$ cat config.mk
export PLATFORM = sky130hd
export DESIGN_NAME = i2c_txn_sequencer
export DESIGN_NICKNAME = d
export VERILOG_FILES = /design/src/rtl/i2c_pkg.sv /design/src/rtl/i2c_cmd_issuer.sv /design/src/rtl/i2c_txn_sequencer.sv
export SDC_FILE = /design/constraint.sdc
export NUM_CORES = 1
export LEC_CHECK = 0
export CORE_UTILIZATION = 50
export DETAILED_ROUTE_END_ITERATION = 7
export GPL_ROUTABILITY_DRIVEN = 0
export PLACE_DENSITY = 0.87
export SYNTH_ARGS = -nofsm -noshare
export SYNTH_HDL_FRONTEND = slang
export SYNTH_SLANG_ARGS = --single-unit
$ cat constraint.sdc
create_clock -name clk -period 1.9 [get_ports clk]
set_input_delay 0.285 -clock clk [delete_from_list [all_inputs] [get_ports clk]]
set_output_delay 0.285 -clock clk [all_outputs]
set_load 0.02 [all_outputs]
$ cat src/rtl/i2c_pkg.sv
// Shared I2C definitions: byte-master command codes and the transaction sequencer's state encoding.
package i2c_pkg;

    localparam logic [2:0] CMD_START = 3'b000;
    localparam logic [2:0] CMD_WR    = 3'b001;
    localparam logic [2:0] CMD_RD    = 3'b010;
    localparam logic [2:0] CMD_STOP  = 3'b011;
    localparam logic [2:0] CMD_RESET = 3'b100;

    typedef enum logic [3:0] {
        S_IDLE,
        S_START,
        S_ADDR_W,
        S_REG,
        S_DATA_W,
        S_RESTART,
        S_ADDR_R,
        S_DATA_R,
        S_STOP
    } seq_state_t;

    typedef enum logic [1:0] {
        I_IDLE,
        I_WAIT_RDY,
        I_PULSE,
        I_WAIT_FIN
    } iss_state_t;

endpackage

$ cat src/rtl/i2c_cmd_issuer.sv
// Runs one master step: wait for ready, pulse wr_i2c, skip the stale ready cycle, wait for the step to finish.
import i2c_pkg::*;

module i2c_cmd_issuer (
    input  logic       clk,
    input  logic       reset,
    input  logic       go,
    input  logic [2:0] cmd,
    input  logic [7:0] din,
    output logic       busy,
    output logic       issue,
    output logic       step_done,
    output logic       ack,
    output logic [7:0] dout,
    output logic [2:0] i2c_cmd,
    output logic [7:0] i2c_din,
    output logic       i2c_wr,
    input  logic       i2c_ready,
    input  logic       i2c_done_tick,
    input  logic       i2c_ack,
    input  logic [7:0] i2c_dout
);

    iss_state_t state;

    assign busy  = (state != I_IDLE);
    assign issue = (state == I_WAIT_RDY) && i2c_ready;

    always_ff @(posedge clk) begin
        if (!reset) begin
            state     <= I_IDLE;
            step_done <= 1'b0;
            ack       <= 1'b0;
            dout      <= 8'h00;
            i2c_cmd   <= 3'b000;
            i2c_din   <= 8'h00;
            i2c_wr    <= 1'b0;
        end else begin
            step_done <= 1'b0;
            i2c_wr    <= 1'b0;
            if (i2c_done_tick && state != I_IDLE) begin
                ack  <= i2c_ack;
                dout <= i2c_dout;
            end
            case (state)
                I_IDLE: if (go) begin
                    i2c_cmd <= cmd;
                    i2c_din <= din;
                    state   <= I_WAIT_RDY;
                end
                I_WAIT_RDY: if (i2c_ready) begin
                    i2c_wr <= 1'b1;
                    state  <= I_PULSE;
                end
                // master's ready has not dropped yet during the wr pulse
                I_PULSE: state <= I_WAIT_FIN;
                I_WAIT_FIN: if (i2c_ready) begin
                    step_done <= 1'b1;
                    state     <= I_IDLE;
                end
                default: state <= I_IDLE;
            endcase
        end
    end

endmodule

$ cat src/rtl/i2c_txn_sequencer.sv
// Register-level I2C transaction sequencer: expands (slave, reg, len) requests into master START/WR/RD/STOP steps.
import i2c_pkg::*;

module i2c_txn_sequencer #(
    parameter int LEN_W = 4
) (
    input  logic             clk,
    input  logic             reset,
    input  logic             req_valid,
    output logic             req_ready,
    input  logic             req_rw,
    input  logic [6:0]       req_addr,
    input  logic [7:0]       req_reg,
    input  logic [LEN_W-1:0] req_len,
    input  logic [7:0]       wr_data,
    input  logic             wr_valid,
    output logic             wr_ready,
    output logic [7:0]       rd_data,
    output logic             rd_valid,
    output logic             done,
    output logic             err_nack,
    output logic [2:0]       i2c_cmd,
    output logic [7:0]       i2c_din,
    output logic             i2c_wr,
    input  logic             i2c_ready,
    input  logic             i2c_done_tick,
    input  logic             i2c_ack,
    input  logic [7:0]       i2c_dout
);

    seq_state_t       state;
    logic             launched, go;
    logic [LEN_W-1:0] cnt, len_q;
    logic [6:0]       addr_q;
    logic [7:0]       reg_q;
    logic             rw_q;
    logic [2:0]       step_cmd;
    logic [7:0]       step_din;
    logic             can_go, last;
    logic             busy, issue, step_done, iss_ack;
    logic [7:0]       iss_dout;

    i2c_cmd_issuer u_issuer (
        .clk           (clk),
        .reset         (reset),
        .go            (go),
        .cmd           (step_cmd),
        .din           (step_din),
        .busy          (busy),
        .issue         (issue),
        .step_done     (step_done),
        .ack           (iss_ack),
        .dout          (iss_dout),
        .i2c_cmd       (i2c_cmd),
        .i2c_din       (i2c_din),
        .i2c_wr        (i2c_wr),
        .i2c_ready     (i2c_ready),
        .i2c_done_tick (i2c_done_tick),
        .i2c_ack       (i2c_ack),
        .i2c_dout      (i2c_dout)
    );

    assign last   = (cnt == LEN_W'(1));
    assign can_go = (state != S_IDLE) && !launched && !busy && (state != S_DATA_W || wr_valid);

    always_comb begin
        step_cmd = CMD_START;
        step_din = 8'h00;
        case (state)
            S_ADDR_W: begin step_cmd = CMD_WR; step_din = {addr_q, 1'b0}; end
            S_REG:    begin step_cmd = CMD_WR; step_din = reg_q;           end
            S_DATA_W: begin step_cmd = CMD_WR; step_din = wr_data;         end
            S_ADDR_R: begin step_cmd = CMD_WR; step_din = {addr_q, 1'b1};  end
            // master NACKs only the final read byte
            S_DATA_R: begin step_cmd = CMD_RD; step_din = {7'b0, last};    end
            S_STOP:   step_cmd = CMD_STOP;
            default:  ;
        endcase
    end

    always_ff @(posedge clk) begin
        if (!reset) begin
            state     <= S_IDLE;
            launched  <= 1'b0;
            go        <= 1'b0;
            cnt       <= '0;
            len_q     <= '0;
            addr_q    <= 7'h00;
            reg_q     <= 8'h00;
            rw_q      <= 1'b0;
            req_ready <= 1'b0;
            wr_ready  <= 1'b0;
            rd_data   <= 8'h00;
            rd_valid  <= 1'b0;
            done      <= 1'b0;
            err_nack  <= 1'b0;
        end else begin
            go       <= 1'b0;
            rd_valid <= 1'b0;
            done     <= 1'b0;
            wr_ready <= issue && (state == S_DATA_W);
            if (can_go) begin
                go       <= 1'b1;
                launched <= 1'b1;
            end
            case (state)
                S_IDLE: begin
                    if (!req_ready)
                        req_ready <= 1'b1;
                    else if (req_valid) begin
                        addr_q    <= req_addr;
                        reg_q     <= req_reg;
                        len_q     <= req_len;
                        rw_q      <= req_rw;
                        err_nack  <= 1'b0;
                        req_ready <= 1'b0;
                        state     <= S_START;
                    end
                end
                default: if (step_done) begin
                    launched <= 1'b0;
                    case (state)
                        S_START:   state <= S_ADDR_W;
                        S_RESTART: state <= S_ADDR_R;
                        S_ADDR_W: begin
                            if (iss_ack) begin err_nack <= 1'b1; state <= S_STOP; end
                            else state <= S_REG;
                        end
                        S_REG: begin
                            if (iss_ack) begin err_nack <= 1'b1; state <= S_STOP; end
                            else if (len_q == '0) state <= S_STOP;
                            else begin
                                cnt   <= len_q;
                                state <= rw_q ? S_RESTART : S_DATA_W;
                            end
                        end
                        S_DATA_W: begin
                            if (iss_ack) begin err_nack <= 1'b1; state <= S_STOP; end
                            else if (last) state <= S_STOP;
                            else cnt <= cnt - LEN_W'(1);
                        end
                        S_ADDR_R: begin
                            if (iss_ack) begin err_nack <= 1'b1; state <= S_STOP; end
                            else state <= S_DATA_R;
                        end
                        S_DATA_R: begin
                            rd_data  <= iss_dout;
                            rd_valid <= 1'b1;
                            if (last) state <= S_STOP;
                            else cnt <= cnt - LEN_W'(1);
                        end
                        S_STOP: begin
                            done  <= 1'b1;
                            state <= S_IDLE;
                        end
                        default: state <= S_IDLE;
                    endcase
                end
            endcase
        end
    end

endmodule

# --- After elaboration in Yosys (flattened, before gate mapping) ---
# Cells that the tools add are included.
totals:
  out_inout_bits: 25
  regBits: 67
  in_bits: 43
op_classes:
  eq_ne: 21
  n_mux: 38
  addsub: 1
  reduce_logical: 29
  n_bitwise: 3
ops:
  columns: ["cell", "count"]
  rows:
  - ["4-bit two-way mux", 14]
  - ["8-bit case mux with 5 select lines", 1]
  - ["4-bit case mux with 7 select lines", 1]
  - ["4-bit by 3-bit == test with 1-bit output, second input constant", 4]
  - ["1-bit two-way mux", 16]
  - ["2-bit != test, second input constant", 8]
  - ["4-bit case mux with 3 select lines", 1]
  - ["3-bit AND reduction", 4]
  - ["4-bit by 1-bit == test with 1-bit output, second input constant", 2]
  - ["4-bit by 2-bit == test with 1-bit output, second input constant", 2]
  - ["4-bit logical NOT", 2]
  - ["2-bit case mux with 4 select lines", 1]
  - ["2-bit nonzero test", 4]
  - ["1-bit logical AND", 6]
  - ["2-bit two-way mux", 3]
  - ["2-bit case mux with 3 select lines", 1]
  - ["2-bit AND reduction", 3]
  - ["6-bit AND reduction", 1]
  - ["5-bit AND reduction", 1]
  - ["2-bit == test, second input constant", 2]
  - ["4-bit == test, second input constant", 1]
  - ["4-bit by 3-bit != test with 1-bit output, second input constant", 1]
  - ["4-bit nonzero test", 1]
  - ["4-bit OR reduction", 1]
  - ["8 further kinds", 11]

# --- Depth between registers and ports, before layout ---
# Gate-level depths: netlist (run 1).
depth:
  word_depth: 7
  depth_mapped: 8

# --- By module ---
# From an unflattened synthesis (run 1), not the netlist that was laid out.
unflattened:
  hier_cells: 363
  area_unflattened_um2: 3062.9
by_module_without_submodules:
  columns: ["module", "instances", "cells_per_inst", "seq_area_each_um2", "area_each_um2"]
  rows:
  - ["i2c_txn_sequencer", 1, 250, 860.8, 2073.2]
  - ["i2c_cmd_issuer", 1, 113, 480.5, 989.7]

# --- Worst setup path before layout (run 1) ---
# OpenSTA, ideal clock, no wires.
synth_path:
  path_type: "register to register"
  startpoint: "register state[0]"
  endpoint: "register cnt[3]"
  path_slack_ps: 196
  arrival_time_ps: 1576
  stages_incl_launch_ff: 8
  period_less_slack_ps: 1704
  cell_sequence: "dfxtp_1 -> buf_4 -> or2_1 -> clkbuf_1 -> a21oi_1 -> mux2_2 -> mux2i_1 -> nor2_1"
synth_via:
  elab_chain_len: 3
  elab_cells_between_ends: 11
  cone_classes: "6 x eq/ne; 1 x mux; 1 x bitwise; 3 x reduce/logical"
synth_lines:
  columns: ["element", "line", "text"]
  rows:
  - ["start: declaration", "i2c_txn_sequencer.sv:31", "seq_state_t state;"]
  - ["start signal: assignment", "i2c_txn_sequencer.sv:134", "state <= rw_q ? S_RESTART : S_DATA_W;"]
  - ["4-bit by 2-bit == test with 1-bit output (tied with other cells)", "i2c_txn_sequencer.sv:122", "case (state)"]
  - ["2-bit != test (no line) (tied with other cells)", null, null]
  - ["6-bit AND reduction (no line)", null, null]
  - ["end signal: assignment", "i2c_txn_sequencer.sv:133", "cnt <= len_q;"]
  - ["end signal: assignment", "i2c_txn_sequencer.sv:140", "else cnt <= cnt - LEN_W'(1);"]
  - ["end signal: assignment", "i2c_txn_sequencer.sv:150", "else cnt <= cnt - LEN_W'(1);"]
  - ["end: declaration", "i2c_txn_sequencer.sv:33", "logic [LEN_W-1:0] cnt, len_q;"]
# Parallel ways exist; a longest one is shown, timed or not.
# A chain may end at the register's enable or synchronous reset.

# --- Final worst setup path (run 1) ---
layout_path:
  startpoint: "register state[2]"
  endpoint: "register cnt[1]"
# Same word-level chain as after synthesis.

==> impl_results.md, run 1 <==
- Status: complete, no violations
- Final worst path period need: 1.813 ns
- CP Capture Point: cnt[1]
- I/O pin cnt: 68
- Adder-cell share of the synthesized area: ~2.5%
- Setup crit start: state[2]
- Crit path capture type: flop
- Share of layout cells above drive strength 1: a little under an eighth
- XOR/XNOR share of the synthesized area: 0%
- Largest net degree at the start of global routing: between 50 and 60
- DRT iter0 DRCs: 249
- Fin crit share: 95.44%
- Synth top cells by count: nand2_1, dfxtp_1, a21oi_1
- Vias: roughly 2.8k
- Total power: 0.003122 W
- Crit Path Category: reg -> reg
- Worst Hold Class: reg -> reg
- Final Max Slew Viols: 0
- Buffers on Ports: 66
- Most common cell in the netlist: nand2_1
- Root cell of the clock tree: clkbuf_8
- Prevailing post-synth register cell: dfxtp_1
- Final nets: 482
- Initial antenna violation count: 0
- P&R area growth vs syn: 33.80%
- Syn Std Cell Area: 2954 µm²
- Routed WL: about 7500 µm
- Clk buf depth: 2
- CTS tree: yes
- Die area: a little over 6000 µm²
- Placed cells: 494
- Multiplexer share of the synthesized area: about 4.5%
- Area leader, netlist: dfxtp_1
- GRT overflow: 0
- DRT Pass-1 Iters: 5
- Synth async-reset ratio: 0%
- Ys Warns: 0
- Area share of the leading cell type in the synthesized netlist: 44.73%
- Final Non-Filler Cells: 510
- Clock Sinks: 66
- Max VDD drop: around 0.42 mV
- CTS Hold Bufs: 0
- Setup TNS: 0 ns
- Sequential share of the synthesized area: around 45%
- Total track usage: between 20% and 30%
- DP HPWL: 5274 µm
- Distinct cells, synth: 48
- Post_cts resized: 0
- Initial Utilization: 52.68%
- PnR worst setup slack: 0.08664 ns
- Slew HR: 66.79%
- EDFF count, synth: 0
- CTS Buf Count: 9
- Syn Nets: 410
- F_max: roughly 550 MHz
- Floorplan row count: 27
- Number of post-CTS setup repair buffers: 0
- Clock Latency Late Sink: 0.35 ns
- Synth Area in Compound Gates: between 20 and 25%
- Worst-Margin Slew: just under 0.5 ns
- Worst R2R End: cnt[1]
- Fin. Hold Viols: 0
- Clock slew at reported path FFs: 0.08 ns
- Pleak: 1.455 nW
- Post-DRT Antenna Nets: 0
- Unrepaired setup endpoints after global routing: no
- Height of the die: 78.87 µm
- Fin util: 70.48%
- Critical path arrival: 2.09 ns
- CP startpoint kind: flop
- Synth Register Bits: 66
- Die Wd: 78.87 µm
- Mean Syn Cell Area: 8.183 µm²
- Core Footprint: between 5000 and 6000 µm²
- H-tree levels: 3
- First-pass GRT wire length: 12120 µm
- Final setup vio count: 0
- PD cells: approximately 790 nW/µm²
- # diodes: 0
- Vias per cell: 5.559
- Wire length per cell: 14.71 µm
- Max Cap Viol: 0
- Pre-CTS setup slack: 0.06998 ns
- Gate Count Post-Synth: 361
- Clock Skews: 0.007241 ns
- Worst EP required: about 2.2 ns
- Synth Area in Simple Gates: ~23%
- R2R Setup Slk: a little under 0.09 ns
- Critical path fanouts, max: 8
- Reg2reg path depth: 5
- Vias in the first global route: 2624
- Dominant cells by area after synthesis: dfxtp_1, nand2_1, a21oi_1, nor2_1, mux2i_1
- R2R Path Start: state[2]
- DRC: 0
- Largest family of logic cells by synthesized area: simple AND/OR/NAND/NOR gates
==> logic make-up (layout without fill, tap and decap cells) <==
kind of cell    after synthesis  count (layout)
compound gates               93              93
fa+ha+maj                     6               6
buf+inv                      30             107
flops                        66              66
mux                          13              13
other cells                   1               1
simple gates                152             152
==> worst min-delay path by stage <==
stage,startpoint,end,slack [ns],cells past startpoint
2_1_floorplan,req_addr[0],addr_q[0],0.42,2
3_3_place_gp,addr_q[6],addr_q[6],0.44,2
3_5_place_dp,u_issuer.dout[2],u_issuer.dout[2],0.45,2
4_1_cts,u_issuer.dout[2],u_issuer.dout[2],0.46,2
5_1_grt,reg_q[4],reg_q[4],0.48,2
6_report,addr_q[0],addr_q[0],0.46,2
==> flip-flops by register name, summed over array words and instances, names as in the netlist <==
signal and flops:
rd_data 8, reg_q 8, u_issuer.dout 8, u_issuer.i2c_din 8, addr_q 7, cnt 4, len_q 4, state 4
u_issuer.i2c_cmd 2, u_issuer.state 2, done 1, err_nack 1, go 1, launched 1, rd_valid 1, req_ready 1
rw_q 1, u_issuer.ack 1, u_issuer.i2c_wr 1, u_issuer.step_done 1, wr_ready 1
==> worst max-delay path, stage by stage (launching register included) <==
cell and delay [ns]:
dfxtp_1 0.47, or3b_4 0.43, a21oi_4 0.17, o41ai_4 0.12
a2111o_1 0.43, a21oi_2 0.13
==> metal layers <==
layer / up-vias / global-route usage [%] / routed length (µm)
li1: 1378 / - / -
met1: 1315 / 31.42 / 3159
met2: 119 / 41.39 / 3661
met3: 23 / 4.713 / 455
met4: 0 / 12.91 / 227
met5: - / 0 / 0
==> per-stage QoR <==
step | cell area, µm² | hold WS [ns]
finish | 3953 | 0.4618
global placement | 3739 | 0.4418
global route | 3953 | 0.4791
floorplan | 2954 | 0.4210
detailed placement | 3739 | 0.4480
CTS | 3931 | 0.4585
==> layout make-up <==
class | count | area (µm²)
clock buffers | 9 | 123.9
clock inverters | 7 | 68.82
fillers | 433 | 1655
inverters | 7 | 26.28
multi-input cells | 265 | 1513
flip-flops and latches | 66 | 1323
well taps | 72 | 90.09
repair buffers | 84 | 808.3
==> placed cells by master (no fill, tap or decap), types with 7 or more instances in the layout <==
cell type	count
a21o_1	8
a21oi_1	47
a22oi_1	7
buf_4	17
clkbuf_8	9
clkdlybuf4s50_1	66
dfxtp_1	65
inv_1	7
mux2i_1	11
nand2_1	82
nand2b_1	7
nor2_1	30
==> power by group <==
part           switching (W)  internal, W
clock network       0.000559     0.000602
logic               0.000242     0.000213
registers          0.0000519      0.00145
total               0.000853      0.00227
(Power assumes the default switching activity.)
==> run 2: changes to the inputs <==
- GPL_ROUTABILITY_DRIVEN: 0 -> unset
- RECOVER_POWER: unset -> 100
==> run 2 against run 1 <==
Critical path depth is the same. Highest routed layer unchanged. Wire length rose by 0.29%. Final cell count up 0.59%. Die area unchanged. Hold slack got worse by 0.0043 ns. Critical endpoint is now cnt[3]. Combinational power is 1% higher. Register-to-register slack barely moved.
==> impl_results.md, run 2 (synthesized netlist as in run 1, its figures left out) <==
- Status: complete, no violations (unchanged)
- Placed cell area: 3761 µm² (was 3739 µm²)
- Initial antenna violation count: 0 (unchanged)
- CP startpoint kind: flop (unchanged)
- Vias in the first global route: 2653 (was 2624)
- DRT Pass-1 Iters: 4 (was 5)
- Clk buf depth: 2 (unchanged)
- Delay-heaviest family, CP: multiplexers (was compound AO/OA/AOI/OAI gates)
- DP HPWL: 5347 µm (was 5274 µm)
- Worst EP required: 2.14 ns (was 2.18 ns)
- CTS tree: yes (unchanged)
- Most common cell after layout, fill and taps aside: nand2_1 (unchanged)
- First-pass GRT wire length: 11990 µm (was 12120 µm)
- Die area: 6220 µm² (unchanged)
- Reg2reg path depth: 5 (unchanged)
- Most frequent cells in the layout: nand2_1, dfxtp_1, a21oi_1, clkdlybuf4s50_1, nor2_1 (was nand2_1, clkdlybuf4s50_1, dfxtp_1, a21oi_1, nor2_1)
- Crit-path slowest cell: a21oi_1 (was dfxtp_1)
- Max Cap Viol: 0 (unchanged)
- WHS Path Cells: 2 (unchanged)
- Initial Utilization: 52.68% (unchanged)
- R2R Setup Slk: 0.07 ns (was 0.09 ns)
- Final nets: 485 (was 482)
- Worst R2R End: cnt[3] (was cnt[1])
- Fin. Hold Viols: 0 (unchanged)
- Largest net degree at the start of global routing: 57 (unchanged)
- PD cells: 788.9 nW/µm² (was 790.0 nW/µm²)
- Floorplan row count: 27 (unchanged)
- GRT overflow: 0 (unchanged)
- # diodes: 0 (unchanged)
- Height of the die: 78.87 µm (unchanged)
- H-tree levels: 3 (unchanged)
- Post-DRT Antenna Nets: 0 (unchanged)
- Slew HR: 63.33% (was 66.79%)
- Vias: 2797 (was 2835)
- Die Wd: 78.87 µm (unchanged)
- Clock Sinks: 66 (unchanged)
- Final Max Slew Viols: 0 (unchanged)
- Share of layout cells above drive strength 1: 11.34% (was 11.42%)
- Unrepaired setup endpoints after global routing: yes (was no)
- Root cell of the clock tree: clkbuf_8 (unchanged)
- Final Cell Area: 3958 µm² (was 3953 µm²)
- Total track usage: 25.61% (was 25.18%)
- Critical path fanouts, max: 6 (was 8)
- Number of post-CTS setup repair buffers: 0 (unchanged)
- Vias per cell: 5.452 (was 5.559)
- Wire length per cell: 14.67 µm (was 14.71 µm)
- P&R area growth vs syn: 33.97% (was 33.80%)
- Pleak: 1.543 nW (was 1.455 nW)
- Final setup vio count: 0 (unchanged)
- Critical path cell sequence: or2_1, a21oi_1, mux2_2, mux2i_1, nor2_1 (was or3b_4, a21oi_4, o41ai_4, a2111o_1, a21oi_2)
- Core Footprint: 5608 µm² (unchanged)
- DRC: 0 (unchanged)
- DRT iter0 DRCs: 191 (was 249)
- Critical Path Max Stage Delay: 0.47 ns (about the same)
- CTS Buf Count: 9 (unchanged)
- Total power: 0.003122 W (about the same)
- Critical path arrival: 2.06 ns (was 2.09 ns)
- Clock slew at reported path FFs: 0.07 ns (was 0.08 ns)
- Final RePlAce weighted congestion: 0.9310
- Crit Path Category: reg -> reg (unchanged)
- # fillers: 466 (was 433)
- Max VDD drop: 0.5404 mV (was 0.4180 mV)
- I/O pin cnt: 68 (unchanged)
- Crit path capture type: flop (unchanged)
- Worst-Margin Slew: 0.5501 ns (was 0.4943 ns)
- Clock Skews: 0.007882 ns (was 0.007241 ns)
- Fin crit share: 96.14% (was 95.44%)
- Hold Startpoint: u_issuer.dout[0] (was addr_q[0])
- Final worst path period need: 1.827 ns (was 1.813 ns)
- F_max: 547.4 MHz (was 551.5 MHz)
- Worst Hold Class: reg -> reg (unchanged)
- Clock Latency Late Sink: 0.35 ns (about the same)
- R2R Path Start: state[1] (was state[2])
- Fin util: 70.57% (was 70.48%)
- Buffers on Ports: 66 (unchanged)
- Hold Path End: u_issuer.dout[0] (was addr_q[0])
- WP buf/inv: 0 (unchanged)
- Routed WL: 7526 µm (was 7504 µm)
[run 2: changes by cell type in the layout (fill, tap and decap cells not counted), sizes merged]
cell	before	now
clkdlybuf4s50	66	41
dlygate4sd3	0	25
clkbuf	9	14
buf	18	16
[run 2: layer usage]
metal	global-route usage, %	vias to the layer above	routed length, µm
li1	-	1383	-
met1	31.37	1296	3294
met2	41.39	104	3620
met5	0	-	0
met4	12.18	0	161
met3	7.241	14	449
[run 2: how the worst max path moves through the flow]
stage	cells after the start	slack, ns	to	start
final	5	0.07	cnt[3]	state[1]
after global routing	5	-0.02	cnt[3]	state[0]
after CTS	5	0.05	u_issuer.i2c_din[1]	state[0]
after detailed placement	5	0.09	cnt[0]	cnt[0]
after global placement	5	0.12	cnt[0]	len_q[3]
after floorplan	7	0.20	cnt[3]	state[0]
[run 2: per-stage QoR]
| stage | setup slack [ns] | hold slack, ns | instances | setup TNS [ns] |
|---|---|---|---|---|
| after floorplan | 0.1962 | 0.4210 | 361 | 0 |
| after global placement | 0.1167 | 0.4417 | 497 | 0 |
| after detailed placement | 0.09415 | 0.4467 | 497 | 0 |
| after CTS | 0.04735 | 0.4567 | 513 | 0 |
| after global routing | -0.02192 | 0.4702 | 513 | -0.04098 |
| final | 0.07328 | 0.4575 | 513 | 0 |
[run 2: repair_timing]
item | 4_1_cts | 5_1_grt
setup endpoints to repair | 0 | 11
gates resized for setup | 0 | 5
hold buffers | 0 | 0
[run 2: worst reg2reg max path, stage by stage, from the launching register on]
cell and delay (ns):
dfxtp_1 0.36, or2_1 0.31, a21oi_1 0.47, mux2_2 0.40, mux2i_1 0.13, nor2_1 0.05
[run 2: final cells by class]
type	count	area [µm²]	share of cell area, %
Sequential cell	66	1324	33.45
Tap cell	72	90.09	2.276
Timing Repair Buffer	87	814.5	20.58
Clock buffer	9	123.9	3.130
Clock inverter	7	68.82	1.739
Inverter	7	26.28	0.6639
Multi-Input combinational cell	265	1510	38.16
[run 2: power breakdown]
part,total [W],switching [W],internal [W]
sequential,0.00150,0.0000486,0.00145
combinational,0.000460,0.000247,0.000213
clock,0.00116,0.000557,0.000602
total,0.00312,0.000853,0.00227
==> run 3: changes to the inputs <==
- REMOVE_ABC_BUFFERS: unset -> 1
- SKIP_LAST_GASP: unset -> 1
==> run 3 against run 2 <==
Critical path depth is 1 higher. Final cell count is 1.2% higher. Non-clock buffer count is 6 higher. Core utilization is 0.56 points higher. First-iteration DRC count is 17% lower. Total power is 1.3% lower. Worst setup slack worse by 0.022 ns. Combinational power is 2% higher. Register-to-register slack worse by 0.02 ns. Critical endpoint is now state[0]. Highest routed layer unchanged.
==> impl_results.md, run 3 (synthesized netlist as in run 1, its figures left out) <==
- Floorplan row count: 27 (unchanged)
- Status: complete, no violations (unchanged)
- Critical Path Max Stage Delay: 0.52 ns (was 0.47 ns)
- H-tree levels: 3 (unchanged)
- Fin crit share: 97.29% (was 96.14%)
- Height of the die: 78.87 µm (unchanged)
- Final nets: 491 (was 485)
- DRC: 0 (unchanged)
- CTS Buf Count: 9 (unchanged)
- Core Footprint: 5608 µm² (unchanged)
- Placed cells: 503 (was 497)
- Clock Latency Late Sink: 0.34 ns (was 0.35 ns)
- CP startpoint kind: flop (unchanged)
- Critical path arrival: 2.07 ns (was 2.06 ns)
- Die area: 6220 µm² (unchanged)
- Largest net degree at the start of global routing: 32 (was 57)
- Final setup vio count: 0 (unchanged)
- Most common cell after layout, fill and taps aside: nand2_1 (unchanged)
- Number of post-CTS setup repair buffers: 0 (unchanged)
- Wire length per cell: 14.29 µm (was 14.67 µm)
- Clk buf depth: 2 (unchanged)
- CTS Hold Bufs: 0 (unchanged)
- I/O pin cnt: 68 (unchanged)
- Fin. Hold Viols: 0 (unchanged)
- Most frequent cells in the layout: nand2_1, dfxtp_1, a21oi_1, clkdlybuf4s50_1, nor2_1 (unchanged)
- DRT iter0 DRCs: 159 (was 191)
- Total power: 0.003081 W (was 0.003122 W)
- WP depth: 6 (was 5)
- Max Cap Viol: 0 (unchanged)
- CTS tree: yes (unchanged)
- F_max: 541.0 MHz (was 547.4 MHz)
- Final Non-Filler Cells: 519 (was 513)
- Routed WL: 7414 µm (was 7526 µm)
- Clock slew at reported path FFs: 0.07 ns (about the same)
- Max VDD drop: 0.5017 mV (was 0.5404 mV)
- Worst Hold Class: reg -> reg (unchanged)
- Delay-heaviest family, CP: simple AND/OR/NAND/NOR gates (was multiplexers)
- Vias in the first global route: 2565 (was 2653)
- PD cells: 772.5 nW/µm² (was 788.9 nW/µm²)
- Crit path capture type: flop (unchanged)
- Share of layout cells above drive strength 1: 12.53% (was 11.34%)
- Critical path cell sequence: ha_1, or3b_2, a31oi_2, nor2_1, o22ai_1, a21oi_1 (was or2_1, a21oi_1, mux2_2, mux2i_1, nor2_1)
- Total track usage: 25.61% (unchanged)
- DP HPWL: 5325 µm (was 5347 µm)
- Slew HR: 59.69% (was 63.33%)
- Clock Skews: 0.004195 ns (was 0.007882 ns)
- Final Max Slew Viols: 0 (unchanged)
- Critical path fanouts, max: 5 (was 6)
- Crit Path Category: reg -> reg (unchanged)
- Die Wd: 78.87 µm (unchanged)
- Reg2reg path depth: 6 (was 5)
- Final worst path period need: 1.849 ns (was 1.827 ns)
- Crit-path slowest cell: or3b_2 (was a21oi_1)
- P&R area growth vs syn: 35.03% (was 33.97%)
- Final RePlAce weighted congestion: 0.8878 (was 0.9310)
- Root cell of the clock tree: clkbuf_8 (unchanged)
- Initial Utilization: 52.68% (unchanged)
- Vias: 2822 (was 2797)
- GRT overflow: 0 (unchanged)
- Worst EP required: 2.12 ns (was 2.14 ns)
- WP buf/inv: 0 (unchanged)
- # fillers: 452 (was 466)
- # diodes: 0 (unchanged)
- Post-DRT Antenna Nets: 0 (unchanged)
- Vias per cell: 5.437 (was 5.452)
- First-pass GRT wire length: 12230 µm (was 11990 µm)
- DRT Pass-1 Iters: 4 (unchanged)
- Buffers on Ports: 66 (unchanged)
- Initial antenna violation count: 0 (unchanged)
- WHS Path Cells: 2 (unchanged)
- Clock Sinks: 66 (unchanged)
- Pleak: 1.555 nW (was 1.543 nW)
- Worst-Margin Slew: 0.6046 ns (was 0.5501 ns)
-- run 3: cell count changes in the layout (fill, tap and decap cells not counted), sizes merged --
cell | before | now
bufinv | 1 | 0
clkinv | 3 | 2
clkbuf | 14 | 16
buf | 16 | 22
-- run 3: layout make-up --
type | count | area, µm² | area share (%)
multi-input cells | 265 | 1514 | 37.95
flip-flops and latches | 66 | 1325 | 33.22
repair buffers | 93 | 844.6 | 21.17
clock buffers | 11 | 151.4 | 3.795
well taps | 72 | 90.09 | 2.258
clock inverters | 5 | 37.54 | 0.9410
inverters | 7 | 26.28 | 0.6587
-- run 3: where the power goes --
part | switching (W) | total (W) | internal (W)
combinational | 0.000251 | 0.000467 | 0.000216
sequential | 0.0000508 | 0.00150 | 0.00145
clock | 0.000560 | 0.00111 | 0.000549
-- run 3: final timing paths --
path	start	end	slack, ns
setup / recovery	cnt[0]	state[0]	0.05
hold reg to reg	addr_q[1]	addr_q[1]	0.46
hold / removal	addr_q[1]	addr_q[1]	0.46
setup reg to reg	cnt[0]	state[0]	0.05
-- run 3: repair_timing --
action	CTS	global route
resized for setup	0	7
hold endpoints to repair	0	0
endpoints found under the setup margin	0	17
-- run 3: per-layer routing --
metal | global-route usage (%) | vias up | share of wire, %
li1 | - | 1396 | -
met1 | 32.09 | 1332 | 44
met2 | 43.57 | 80 | 49
met3 | 5.977 | 14 | 5.1
met4 | 7.818 | 0 | 1.6
met5 | 0 | - | 0
-- run 3: metrics by stage --
stage                     TNS (ns)  utilization [%]  cell area, µm²  hold slack [ns]  setup slack [ns]
after floorplan                  0                -            2840           0.4140           0.05029
after global placement           0            67.65            3794           0.4412           0.08648
after detailed placement         0            67.65            3794           0.4477           0.03688
after CTS                        0            71.02            3983           0.4585           0.02402
after global routing      -0.03177            71.13            3989           0.4728          -0.03177
final                            0            71.13            3989           0.4553           0.05147
-- run 3: worst register-to-register path, stage by stage, from the launching register on --
cell,delay (ns)
dfxtp_1,0.41
ha_1,0.21
or3b_2,0.52
a31oi_2,0.26
nor2_1,0.07
o22ai_1,0.18
a21oi_1,0.09
